File: src/rtl/io_seq_pkg.sv
// Shared types and default widths for the IO burst sequencer.
package io_seq_pkg;

  localparam int STATE_W = 2;

  localparam int DEF_DW = 32;
  localparam int DEF_AW = 16;
  localparam int DEF_CW = 32;

  typedef enum logic [STATE_W-1:0] {
    IDLE = 2'd0,
    LOAD = 2'd1,
    XFER = 2'd2,
    DONE = 2'd3
  } seq_state_t;

endpackage

File: src/rtl/io_word_counter.sv
// Load/decrement word counter with a registered zero flag.
// It saturates at zero, so a stray decrement can never wrap it around.
module io_word_counter
  import io_seq_pkg::*;
#(
  parameter int W = DEF_CW
) (
  input  logic         clk,
  input  logic         rst,
  input  logic         load,
  input  logic [W-1:0] load_value,
  input  logic         dec,
  output logic [W-1:0] value,
  output logic         zero
);

  // Load has priority over decrement; the zero flag tracks the value being written.
  always_ff @(posedge clk) begin
    if (rst) begin
      value <= '0;
      zero  <= 1'b1;
    end else if (load) begin
      value <= load_value;
      zero  <= (load_value == '0);
    end else if (dec && (value != '0)) begin
      value <= value - W'(1);
      zero  <= (value == W'(1));
    end
  end

endmodule

File: src/rtl/io_burst_sequencer.sv
// Moves one N-word burst from the host IO stream into solver memory,
// issuing one registered memory write per accepted stream word.
module io_burst_sequencer
  import io_seq_pkg::*;
#(
  parameter int DW = DEF_DW,
  parameter int AW = DEF_AW,
  parameter int CW = DEF_CW
) (
  input  logic          clk,
  input  logic          rst,
  input  logic          start,
  input  logic [CW-1:0] count,
  input  logic [AW-1:0] base_addr,
  input  logic          abort,
  input  logic          in_valid,
  input  logic [DW-1:0] in_data,
  output logic          in_ready,
  input  logic          mem_busy,
  output logic          mem_we,
  output logic [AW-1:0] mem_addr,
  output logic [DW-1:0] mem_wdata,
  output logic [CW-1:0] remaining,
  output logic          busy,
  output logic          done,
  output logic          aborted
);

  seq_state_t    state;
  logic [AW-1:0] addr;
  logic          cnt_zero;
  logic          load_cnt;
  logic          beat;

  // Stream handshake: words flow only in XFER and only while memory can take a write.
  always_comb begin
    in_ready = (state == XFER) && !mem_busy;
    beat     = in_ready && in_valid;
    load_cnt = (state == IDLE) && start;
  end

  io_word_counter #(
    .W(CW)
  ) u_counter (
    .clk        (clk),
    .rst        (rst),
    .load       (load_cnt),
    .load_value (count),
    .dec        (beat),
    .value      (remaining),
    .zero       (cnt_zero)
  );

  // Burst FSM together with the address register and the one-cycle-late write port.
  always_ff @(posedge clk) begin
    if (rst) begin
      state     <= IDLE;
      addr      <= '0;
      mem_we    <= 1'b0;
      mem_addr  <= '0;
      mem_wdata <= '0;
      busy      <= 1'b0;
      done      <= 1'b0;
      aborted   <= 1'b0;
    end else begin
      mem_we  <= beat;
      done    <= 1'b0;
      aborted <= 1'b0;
      if (beat) begin
        mem_addr  <= addr;
        mem_wdata <= in_data;
        addr      <= addr + AW'(1);
      end
      case (state)
        IDLE: begin
          if (start) begin
            addr  <= base_addr;
            state <= LOAD;
            busy  <= 1'b1;
          end
        end
        LOAD: begin
          if (cnt_zero) begin
            state <= DONE;
            busy  <= 1'b0;
            done  <= 1'b1;
          end else begin
            state <= XFER;
          end
        end
        XFER: begin
          if (abort) begin
            state   <= IDLE;
            busy    <= 1'b0;
            aborted <= 1'b1;
          end else if (beat && (remaining == CW'(1))) begin
            state <= DONE;
            busy  <= 1'b0;
            done  <= 1'b1;
          end
        end
        DONE: begin
          state <= IDLE;
        end
        default: begin
          state <= IDLE;
          busy  <= 1'b0;
        end
      endcase
    end
  end

endmodule

File: config.mk
export PLATFORM = sky130hd
export DESIGN_NAME = io_burst_sequencer
export DESIGN_NICKNAME = d
export VERILOG_FILES = /design/src/rtl/io_seq_pkg.sv /design/src/rtl/io_word_counter.sv /design/src/rtl/io_burst_sequencer.sv
export SDC_FILE = /design/constraint.sdc
export NUM_CORES = 1
export LEC_CHECK = 0
export CAP_MARGIN = 15
export CORE_MARGIN = 3
export CORE_UTILIZATION = 51
export CTS_BUF_LIST = sky130_fd_sc_hd__clkbuf_8
export CTS_CLUSTER_DIAMETER = 50
export CTS_CLUSTER_SIZE = 25
export DETAILED_ROUTE_END_ITERATION = 7
export PLACE_DENSITY = 0.89
export SYNTH_ARGS = -nofsm -noshare
export SYNTH_HDL_FRONTEND = slang
export SYNTH_SLANG_ARGS = --single-unit
File: constraint.sdc
create_clock -name clk -period 6.43 [get_ports clk]
set_input_delay 0.9645 -clock clk [delete_from_list [all_inputs] [get_ports clk]]
set_output_delay 0.9645 -clock clk [all_outputs]
set_load 0.005 [all_outputs]
# --- Yosys cells after proc, flatten, opt, wreduce, memory -nomap -nowiden ---
# Cells that the tools add are included.
word_totals:
  regBits: 103
  wordCells: 56
  mem_bits_ro: 0
  out_inout_bits: 85
  latch_bits: 0
  memories: 0
  ram_bits: 0
  input_bits: 86
classes:
  n_mul: 0
  div_mod_pow: 0
  n_reduce_logical: 14
  n_lt_le_gt_ge: 0
  eq_ne: 7
  muxes: 22
  addsub: 2
  shifts: 0
  n_bitwise: 1
op_table:
  columns: ["operator", "count"]
  rows:
  - ["$mux 32", 2]
  - ["$mux 16", 3]
  - ["$eq 32x1->1 const B", 1]
  - ["$logic_not 32->1", 1]
  - ["$reduce_bool 32->1", 1]
  - ["$sub 32x1->32 const B", 1]
  - ["$add 16x1->16 const B", 1]
  - ["$mux 1", 11]
  - ["$pmux 2 s4", 1]
  - ["$mux 2", 3]
  - ["$logic_and 1x1->1", 5]
  - ["$eq 2x2->1 const B", 2]
  - ["$reduce_and 4->1", 1]
  - ["$ne 3x2->1 const B", 1]
  - ["$pmux 1 s3", 1]
  - ["$reduce_bool 3->1", 1]
  - ["$eq 2x1->1 const B", 1]
  - ["$logic_not 2->1", 1]
  - ["$ne 2x1->1 const B", 1]
  - ["$ne 2x2->1 const B", 1]
  - ["$pmux 1 s2", 1]
  - ["$reduce_and 2->1", 1]
  - ["$reduce_bool 2->1", 1]
  - ["$reduce_or 2->1", 1]
  - ["2 further kinds", 2]

# --- Logic depth before layout (Yosys ltp) ---
logic_depth:
  ltp_word: 7
  depth_mapped: 8
  depth_no_buf: 7

# --- By module ---
# From an unflattened synthesis, not the netlist that was laid out.
unflattened:
  cells_unflattened: 643
  area_unflattened_um2: 5166.2
by_module_without_submodules:
  columns: ["module", "cells_each", "seq_area_each_um2", "n_inst", "area_each_um2"]
  rows:
  - ["io_burst_sequencer", 373, 1401.3, 1, 2932.8]
  - ["io_word_counter", 270, 660.6, 1, 2233.4]

# --- Least setup slack after synthesis ---
# OpenSTA, ideal clock, no wires.
synth_timing:
  path_kind: "in2reg"
  from: "input port mem_busy"
  to: "register u_counter.value[15]"
  cell_stages: 6
  setup_time_ns: 0.091
  required_ns: 6.339
  arrival_time_ns: 2.485
  path_buffers: 1
  setup_slack_ns: 3.854
  path_cell_list: "and3b_1 > clkbuf_1 > and3_1 > o311ai_1 > or4_1 > a311oi_1"
synth_via:
  elab_chain_cells: 5
synth_rtl:
  columns: ["element", "line", "source"]
  rows:
  - ["start: declaration", "io_burst_sequencer.sv:19", "input logic mem_busy,"]
  - ["$logic_not 1->1", "io_burst_sequencer.sv:37", "in_ready = (state == XFER) && !mem_busy;"]
  - ["$logic_and 1x1->1", "io_burst_sequencer.sv:37", null]
  - ["$logic_and 1x1->1", "io_burst_sequencer.sv:38", "beat = in_ready && in_valid;"]
  - ["$logic_and 1x1->1", "io_word_counter.sv:25", "end else if (dec && (value != '0)) begin"]
  - ["$reduce_bool 2->1 (no line)", null, null]
  - ["end signal: assignment", "io_word_counter.sv:23", "value <= load_value;"]
  - ["end signal: assignment", "io_word_counter.sv:26", "value <= value - W'(1);"]
  - ["end: declaration", "io_word_counter.sv:13", "output logic [W-1:0] value,"]
# No other way between the ends.
# A chain may end at the register's enable or synchronous reset.

# --- Worst setup path in the final report ---
layout_timing:
  from: "input port in_valid"
  to: "register u_counter.value[15]"
layout_via:
  elab_chain_cells: 3
layout_rtl:
  columns: ["element", "line", "source"]
  rows:
  - ["start: declaration", "io_burst_sequencer.sv:16", "input logic in_valid,"]
  - ["$logic_and 1x1->1", "io_burst_sequencer.sv:38", null]
  - ["$logic_and 1x1->1", "io_word_counter.sv:25", null]
  - ["$reduce_bool 2->1 (no line)", null, null]
# No other way between the ends.

==> impl_metrics.ini <==
[route]
drt_iter0_drc = 438
remaining_drc_errors = 0
drtPass1Iterations = 5
antenna_left = 0
vias = 5171
via_per_inst = 5.88
avgRoutedWirePerCell_um = 17.4
drt-total-wl_mm = 15.3

[yosys]
yosys.area.top_type = dfxtp_1
synth_seq_area_share_pct = 41.9
synthMuxAreaShare_pct = 0.229
postSynthAreaPerCell_um2 = 8.20
yosys_warnings = 0
synth_top_family_by_area = simple AND/OR/NAND/NOR gates
synth-edff-count = 0
synthAdderAreaFrac_pct = 1.78
synth_nets = 693
async_flop_share_pct = 0
synth.top_cells.by_area = dfxtp_1, nand2_1, a21oi_1
syn_area_um2 = 4920
yosys_register_bits = 103
synth_xor_area_share_pct = 5.70
yosys.cell_types.count = 54
synth_compound_gate_area_share_pct = 19.2
synth_top_flop_cell = dfxtp_1
synthSimpleGateAreaFrac_pct = 27.1
synth_top_area_share_pct = 41.9
synthesis.instances = 600

[timing]
fin_crit_sh_pct = 53.7
slew_headroom_pct = 31.6
clock_skew_ns = 0.00999
final_max_slew_viol_count = 0
fmax_mhz = 290
final-hold-violation-count = 0
setup-violations-final = 0
finalSetupTns_ns = 0
worst_pin_slew_ns = 1.02
min_period_ns = 3.45
rsz0062_at_grt = no

[placed_design]
routabilityCongestion = 0.876
dpl.hpwl_mm = 10.7
placement.io_buffers = 170
placed_area_um2 = 6650

[clock_network]
clk_pin_slew_ns = 0.10
cts.path.max_buffers = 2
cts_resized = 0
ctsHoldBuffers = 0
cts_root_buffer = clkbuf_8
postCtsSetupRepairBufs = 0
clk_latency_ns = 0.37
cts_buffers = 9
cts.sinks = 103
cts_tree = built
h-tree-depth = 3

[setup_path]
cp.arrival_ns = 3.73
cp_max_fo = 55
cp_data_required_time_ns = 6.71
crit_path_start_kind = input port
path_class = input port to flop
r2r_start = state[0]
startpoint = in_valid
critPathCaptureType = flop

[pwr]
power_density_nw_per_um2 = 246
leakage_nw = 2.22
ir_drop_uv = 182

[final_layout]
layout-drive-gt1-share_pct = 4.79
nets = 839
syn_to_final_growth_pct = 38.8
fill_cells = 717
diodes = 0
final_util_pct = 73.2
multi_input_area_um2 = 2660
design_area_um2 = 6830
seqCellArea_um2 = 2060

[global_route]
overflow = 0
grt_pass1_wl_mm = 24.5
grt_max_degree = 95
antenna_found_initial = 0
grt_usage_pct = 27.2
grt_pass1_vias = 5024

[die]
die_w_um = 104
dieArea_um2 = 10900
core_area_um2 = 9330
die_h_um = 104
rows = 35
start_util_pct = 52.8
ioPinCount = 171

[outcome]
outcome = complete, no violations

[worst_hold_path]
hp-class = flop to flop
hold_path_startpoint = mem_wdata[27]

[job]
max_cap_violations = 0
cells in the final DEF, fill, tap and decap left out, types with 5 or more instances in the layout:
cell type        netlist  layout
nand3_1               12      12
a21oi_1               63      63
a211oi_1              26      26
nor3_1                14      14
nor2b_1                5       5
xnor2_1               28      28
nor4_1                20      20
o21ai_0               18      18
clkdlybuf4s50_1        0     169
or4_1                  5       5
nand2_1              118     116
clkbuf_8               0      10
dfxtp_1              103     103
nor2_1                45      45
and4_1                 5       5
nand4_1               10      10
a311oi_1               8       8
or3_1                  5       5
o31ai_1                5       5
ha_1                   7       7
inv_1                 11      12
routing by layer:
| metal | GRT usage [%] | vias to the layer above | part of all wire [%] |
|---|---|---|---|
| met5 | 0 | - | 0 |
| met2 | 47.6 | 280 | 51 |
| met1 | 32.8 | 2407 | 39 |
| li1 | - | 2437 | - |
| met3 | 6.39 | 47 | 8.2 |
| met4 | 9.31 | 0 | 2.5 |
cells in the mapped netlist, types with 8 or more instances:
cell and instances:
a211oi_1 26, a21oi_1 63, a311oi_1 8, clkbuf_1 31
dfxtp_1 103, inv_1 11, nand2_1 118, nand3_1 12
nand4_1 10, nor2_1 45, nor3_1 14, nor4_1 20
o21ai_0 18, xnor2_1 28
critical path: stages:
cell	delay [ns]
clkdlybuf4s50_1	0.53
and3b_2	0.90
and3_1	0.37
o311ai_1	0.24
or4_1	0.46
a311oi_1	0.25
per-stage QoR:
step / total power (W) / instances / setup slack (ns) / hold WS (ns)
2_1_floorplan: 0.00107 / 600 / 3.85 / 0.444
3_3_place_gp: 0.00127 / 864 / 2.79 / 0.442
3_5_place_dp: 0.00129 / 864 / 2.68 / 0.445
4_1_cts: 0.00167 / 880 / 3.05 / 0.460
5_1_grt: 0.00176 / 880 / 2.73 / 0.471
6_report: 0.00168 / 880 / 2.98 / 0.459
power breakdown:
group	switching, W	internal, W
sequential	0.0000873	0.000701
combinational	0.000263	0.000240
clock	0.000234	0.000154
layout make-up:
class	count	share of cell area, %
multi-input cells	448	39.0
inverters	11	0.605
clock inverters	6	0.678
clock buffers	10	2.02
well taps	129	2.36
repair buffers	173	25.2
flip-flops and latches	103	30.2
cell families (layout without fill, tap and decap cells):
kind of cell	after synthesis	count (layout)
mux	1	1
flops	103	103
fa+ha+maj	7	7
buf+inv	49	200
simple gates	263	263
compound gates	145	145
xor+xnor	32	32
sequential cells by signal (all words and copies together) (netlist names):
name and count:
mem_we 1, mem_wdata 32, aborted 1, u_counter.value 32, busy 1, mem_addr 16
u_counter.zero 1, state 2, addr 16, done 1
worst paths after layout:
| path | end | slack, ns | depth (start not counted) |
|---|---|---|---|
| worst max-delay path | u_counter.value[15] | 2.98 | 6 |
| worst min-delay path | mem_wdata[27] | 0.46 | 2 |
| worst max register to register | u_counter.value[15] | 3.33 | 7 |
| worst min register to register | mem_wdata[27] | 0.46 | 2 |
No activity file was read; power rests on OpenSTA's default activity.
